`src/rtl/hdd_cdc_fifo_drain.sv`:
```
// hdd_cdc_fifo_drain
// Read-side drain controller for the HDD CDC FIFO. Pops a programmed number
// of words from the FIFO show-ahead port into a 2-entry skid buffer and
// presents them as a valid/ready stream with last-word framing, an
// empty-FIFO starvation timeout and transfer status.
//
// Optional build macro: HDD_DRAIN_CHECKSUM_EN adds a wrap-around sum of all
// transferred words on the checksum output.
//
// state | meaning
// ------+------------------------------------------------------------
// IDLE  | waiting for start with enable=1
// RUN   | popping FIFO words into the skid buffer
// DRAIN | no more pops; waiting for the skid buffer to empty
// DONE  | one-cycle done pulse, then back to IDLE

module hdd_cdc_fifo_drain #(
  parameter int DATA_WIDTH     = 32,
  parameter int COUNT_WIDTH    = 16,
  parameter int TIMEOUT_CYCLES = 4096,
  parameter int TIMEOUT_WIDTH  = 13
) (
  input  logic                   clk,
  input  logic                   reset,
  input  logic                   enable,
  input  logic                   start,
  input  logic [COUNT_WIDTH-1:0] frame_words,
  output logic                   fifo_rd_en,
  input  logic [DATA_WIDTH-1:0]  fifo_rd_data,
  input  logic                   fifo_rd_empty,
  output logic                   m_valid,
  input  logic                   m_ready,
  output logic [DATA_WIDTH-1:0]  m_data,
  output logic                   m_last,
  output logic                   busy,
  output logic                   done,
  output logic                   timeout,
  output logic [COUNT_WIDTH-1:0] word_count
`ifdef HDD_DRAIN_CHECKSUM_EN
  ,output logic [DATA_WIDTH-1:0] checksum
`endif
);

  localparam logic [1:0] S_IDLE  = 2'd0;
  localparam logic [1:0] S_RUN   = 2'd1;
  localparam logic [1:0] S_DRAIN = 2'd2;
  localparam logic [1:0] S_DONE  = 2'd3;

  localparam logic [TIMEOUT_WIDTH-1:0] STARVE_LAST = TIMEOUT_WIDTH'(TIMEOUT_CYCLES - 1);

  logic [1:0]             state;
  logic [COUNT_WIDTH-1:0] remaining;
  logic [TIMEOUT_WIDTH-1:0] starve;

  logic [DATA_WIDTH-1:0]  buf_data [2];
  logic [1:0]             buf_last;
  logic                   wr_ptr;
  logic                   rd_ptr;
  logic [1:0]             buf_count;
  logic [1:0]             buf_count_nxt;

  logic start_ok;
  logic abort;
  logic push;
  logic xfer;
  logic starved;
  logic last_pop;

  // Pop decision uses only registered state plus the FIFO flag, so m_ready
  // never reaches fifo_rd_en combinationally.
  always_comb begin
    start_ok      = (state == S_IDLE) && start && enable;
    abort         = (state != S_IDLE) && !enable;
    fifo_rd_en    = (state == S_RUN) && !fifo_rd_empty &&
                    (remaining != '0) && (buf_count < 2'd2);
    push          = fifo_rd_en;
    last_pop      = (remaining == COUNT_WIDTH'(1));
    starved       = (state == S_RUN) && fifo_rd_empty && (remaining != '0);
    m_valid       = (buf_count != 2'd0);
    xfer          = m_valid && m_ready;
    m_data        = m_valid ? buf_data[rd_ptr] : '0;
    m_last        = m_valid && buf_last[rd_ptr];
    buf_count_nxt = buf_count + {1'b0, push} - {1'b0, xfer};
    busy          = (state != S_IDLE);
    done          = (state == S_DONE);
  end

  // Frame sequencing: remaining count, starvation timer and sticky timeout.
  always_ff @(posedge clk or posedge reset) begin
    if (reset) begin
      state     <= S_IDLE;
      remaining <= '0;
      starve    <= '0;
      timeout   <= 1'b0;
    end else if (abort) begin
      state <= S_IDLE;
    end else begin
      case (state)
        S_IDLE: begin
          if (start_ok) begin
            remaining <= frame_words;
            starve    <= '0;
            timeout   <= 1'b0;
            state     <= (frame_words == '0) ? S_DONE : S_RUN;
          end
        end
        S_RUN: begin
          if (push) begin
            remaining <= remaining - COUNT_WIDTH'(1);
            starve    <= '0;
            if (last_pop) state <= S_DRAIN;
          end else if (starved) begin
            if (starve == STARVE_LAST) begin
              timeout <= 1'b1;
              state   <= S_DRAIN;
            end else begin
              starve <= starve + TIMEOUT_WIDTH'(1);
            end
          end
        end
        S_DRAIN: begin
          // Leave as soon as the final beat is accepted so done follows it
          // by a single cycle.
          if (buf_count_nxt == 2'd0) state <= S_DONE;
        end
        default: state <= S_IDLE;
      endcase
    end
  end

  // Two-entry skid buffer; an abort discards whatever is still queued.
  always_ff @(posedge clk or posedge reset) begin
    if (reset) begin
      for (int i = 0; i < 2; i++) buf_data[i] <= '0;
      buf_last  <= '0;
      wr_ptr    <= 1'b0;
      rd_ptr    <= 1'b0;
      buf_count <= 2'd0;
    end else if (abort) begin
      wr_ptr    <= 1'b0;
      rd_ptr    <= 1'b0;
      buf_count <= 2'd0;
    end else begin
      if (push) begin
        buf_data[wr_ptr] <= fifo_rd_data;
        buf_last[wr_ptr] <= last_pop;
        wr_ptr           <= ~wr_ptr;
      end
      if (xfer) rd_ptr <= ~rd_ptr;
      buf_count <= buf_count_nxt;
    end
  end

  // Count of accepted beats; saturates rather than wrapping.
  always_ff @(posedge clk or posedge reset) begin
    if (reset) begin
      word_count <= '0;
    end else if (start_ok) begin
      word_count <= '0;
    end else if (xfer && (word_count != '1)) begin
      word_count <= word_count + COUNT_WIDTH'(1);
    end
  end

`ifdef HDD_DRAIN_CHECKSUM_EN
  // Modular sum of accepted beats, held after the frame ends.
  always_ff @(posedge clk or posedge reset) begin
    if (reset) begin
      checksum <= '0;
    end else if (start_ok) begin
      checksum <= '0;
    end else if (xfer) begin
      checksum <= checksum + m_data;
    end
  end
`endif

endmodule

```
`config.mk`:
```
export PLATFORM = sky130hd
export DESIGN_NAME = hdd_cdc_fifo_drain
export DESIGN_NICKNAME = d
export VERILOG_FILES = /design/src/rtl/hdd_cdc_fifo_drain.sv
export SDC_FILE = /design/constraint.sdc
export NUM_CORES = 1
export LEC_CHECK = 0
export CAP_MARGIN = 15
export CORE_MARGIN = 5
export CORE_UTILIZATION = 57
export DETAILED_ROUTE_END_ITERATION = 10
export GPL_TIMING_DRIVEN = 1
export PLACE_DENSITY_LB_ADDON = 0.1
export SYNTH_ARGS = -nofsm -noshare
export SYNTH_HDL_FRONTEND = slang
export SYNTH_SLANG_ARGS = --single-unit
```
`constraint.sdc`:
```
create_clock -name clk -period 9.75 [get_ports clk]
set_input_delay 1.95 -clock clk [delete_from_list [all_inputs] [get_ports clk]]
set_output_delay 1.95 -clock clk [all_outputs]
set_load 0.03 [all_outputs]
```
==> results.sh <==
export IMPL_outcome="complete, no violations"
export IMPL_die_x_um=113
export IMPL_io_pins=108
export IMPL_worstReg2RegEnd="state[0]"
export IMPL_final_cells=823
export IMPL_insertion_delay_ns=0.51
export IMPL_antenna_cells=0
export IMPL_startpoint_type="primary input"
export IMPL_setup_worst_path_start="fifo_rd_empty"
export IMPL_synth_enable_flop_cells=0
export IMPL_async_flop_share_pct=100
export IMPL_cp_num_cells=5
export IMPL_synth_cell_types=52
export IMPL_worst_path_buf_inv=2
export IMPL_cp_top_family="buffers and inverters"
export IMPL_critPathMaxFanout=5
export IMPL_crit_chain="clkdlybuf4s50_1, nor2_1, nand2_1, nor2_2, clkdlybuf4s50_1"
export IMPL_synth_cell_area_sq_mm=0.00608
export IMPL_critical_path_required_ns=7.80
export IMPL_final_common_cell="dfrtp_1"
export IMPL_htreeDepth=4
export IMPL_max_freq_mhz=171
export IMPL_die_area_sq_mm=0.0128
export IMPL_p_leak_uw=0.00331
export IMPL_ff2ff_setup_slack_ns=6.46
export IMPL_dp_final_hpwl_um=9610
export IMPL_cp_endpoint="fifo_rd_en"
export IMPL_setup_viol=0
export IMPL_grt_antenna_before_repair=0
export IMPL_synth_main_ff_cell="dfrtp_1"
export IMPL_fin_crit_ns=5.86
export IMPL_core_region_area_sq_mm=0.0104
export IMPL_fin_area_sq_mm=0.00788
export IMPL_vias=4847
export IMPL_drc=0
export IMPL_maxCapViolations=0
export IMPL_place_congestion=0.853
export IMPL_ant_nets=0
export IMPL_yosys_warnings=0
export IMPL_fillCellCount=679
export IMPL_fin_skew_ns=0.0103
export IMPL_slew_headroom_pct=25.6
export IMPL_dp_cells=789
export IMPL_mostFrequentLayoutCells="117 x dfrtp_1, 107 x clkdlybuf4s50_1, 76 x nor2_1"
export IMPL_placed_area_sq_mm=0.00724
export IMPL_routed_wl_um=14500
export IMPL_clk_path_buf_depth=2
export IMPL_grt_first_pass_wirelength_um=24700
export IMPL_crit_path_end_kind="output pin"
export IMPL_nets=738
export IMPL_wl_per_cell_um=17.6
export IMPL_cpMaxStageDelayCell="clkdlybuf4s50_1"
export IMPL_synth_nets=634
export IMPL_max_stage_delay_ns=0.74
export IMPL_drive_above_1_share_pct=12.8
export IMPL_die_h_um=113
export IMPL_syn_inst=570
export IMPL_postCtsSetupBuffers=0
export IMPL_fin_crit_sh_pct=60.1
export IMPL_tightest_slew_ns=1.11
export IMPL_cts_resized=0
export IMPL_tritoncts="yes"
export IMPL_cts_sinks=118
export IMPL_track_usage_pct=23.7
export IMPL_cts_root_buf="clkbuf_8"
export IMPL_portBuffers=107
export IMPL_row_count=37
export IMPL_drv_slew=0
export IMPL_area_delta_synth_final_pct=29.6
export IMPL_start_util_pct=58.6
export IMPL_crit_top_cell="clkdlybuf4s50_1"
export IMPL_power_uw=2420
export IMPL_synth_area_per_cell_sq_um=10.7
export IMPL_worstReg2RegStart="remaining[0]"
export IMPL_ir_worst_vdd_mv=0.166
export IMPL_hold_violations=0
export IMPL_r2r_cells=11
export IMPL_synth_seq_cells=118
export IMPL_grt_max_degree=85
export IMPL_worstSetupPathType="in -> out"
export IMPL_vias_per_cell=5.89
export IMPL_initialDrtViolationCount=379
export IMPL_first_global_vias=5002
export IMPL_synth_seq_area_share_pct=48.6
export IMPL_hp_class="reg -> reg"
export IMPL_overflow=0
export IMPL_setup_tns_ns=0
export IMPL_cts_buffers=17
export IMPL_pwr_density_cell_mw_per_mm2=307
export IMPL_path_clk_slew_ns=0.06
export IMPL_ctsHoldBuffers=0
export IMPL_rsz0062_at_grt="false"
export IMPL_drt_pre_antenna_iters=5
export IMPL_arrival_ns=3.91
-- per-layer routing --
layer / vias to the layer above / global-route usage (%) / part of all wire, %
met5: - / 0 / 0
met4: 0 / 7.93 / 1.5
met3: 24 / 4.49 / 4.6
met2: 161 / 40.0 / 52
met1: 2385 / 30.7 / 42
li1: 2277 / - / -
-- per-stage QoR --
stage,setup WS (ns),hold slack [ns],util [%]
final,3.89,0.487,76.0
after global routing,3.80,0.513,76.0
after CTS,3.88,0.487,75.6
after detailed placement,3.94,0.474,69.8
after global placement,4.00,0.467,69.8
after floorplan,4.67,0.457,-
-- state kept, by name, indices dropped and copies added (netlist names) --
name and cells:
buf_last 2, rd_ptr 1, timeout 1, state 2, wr_ptr 1, starve 13, remaining 16, word_count 16
buf_data 64, buf_count 2
-- worst min path at each step --
stage | startpoint | end | slack [ns] | cells after the start
global placement | buf_data[56] | buf_data[56] | 0.47 | 1
floorplan | buf_data[56] | buf_data[56] | 0.46 | 1
finish | buf_data[56] | buf_data[56] | 0.49 | 1
global route | buf_data[28] | buf_data[28] | 0.51 | 1
detailed placement | buf_data[56] | buf_data[56] | 0.47 | 1
CTS | buf_data[56] | buf_data[56] | 0.49 | 1
-- Yosys cell counts, types with 2 or more instances --
master      n  area (sq um)
dfrtp_1   118          2950
nor2_1     77           289
mux2i_1    36           360
mux2_1     34           383
mux2_2     34           383
a21oi_1    25           125
nand2_1    24          90.1
xnor2_1    22           193
clkbuf_1   20          75.1
inv_1      17          63.8
nor4_1     17           106
nor3_1     15          75.1
ha_1       10           125
nand3_1    10          50.1
nand4_1    10          62.6
o31ai_1    10          75.1
o21ai_0     9          45.0
or3_1       8          50.1
a311oi_1    7          61.3
buf_2       6          30.0
o22ai_1     6          37.5
or4_1       5          37.5
buf_4       4          30.0
o21ai_1     4          20.0
and3_1      3          18.8
and4_1      3          26.3
nor3b_1     3          22.5
or2_2       3          18.8
a211oi_1    2          15.0
nand2b_1    2          12.5
o211ai_1    2          15.0
o21a_1      2          15.0
or3b_2      2          17.5
xor2_1      2          17.5
-- cells by family after synthesis --
group	share of synthesized area, %
buffers and inverters	3.27
AOI/OAI and AO/OA	8.15
xor gates and xnor gates	3.46
DFF	48.6
and+or+nand+nor	15.9
muxes	18.5
adders and majority gates	2.06
-- report_power, final --
part | total (uW) | internal, uW | switching (uW) | leakage, uW
sequential | 832 | 671 | 161 | 0.00150
clock | 623 | 398 | 225 | 0.000292
combinational | 964 | 445 | 519 | 0.00152
-- cell type report --
class                      count  area (sq um)  area share, %
multi-input combinational    405          2940           37.3
tap                          136           170           2.16
clock buffer                  18           428           5.43
sequential                   118          2950           37.5
clock inverter                14           173           2.19
timing repair buffer         115          1150           14.6
inverter                      17          66.3          0.842
-- worst reg2reg max path, stage by stage, from the launching register on --
cell and delay [ns]:
dfrtp_1 0.43, inv_1 0.10, ha_1 0.20, or3b_2 0.53, nor4_4 0.38, nor2_2 0.15
ha_1 0.23, xor2_1 0.15, xnor2_1 0.18, o21ai_0 0.13, a311oi_2 0.32, mux2_1 0.35
(Power assumes the default switching activity.)
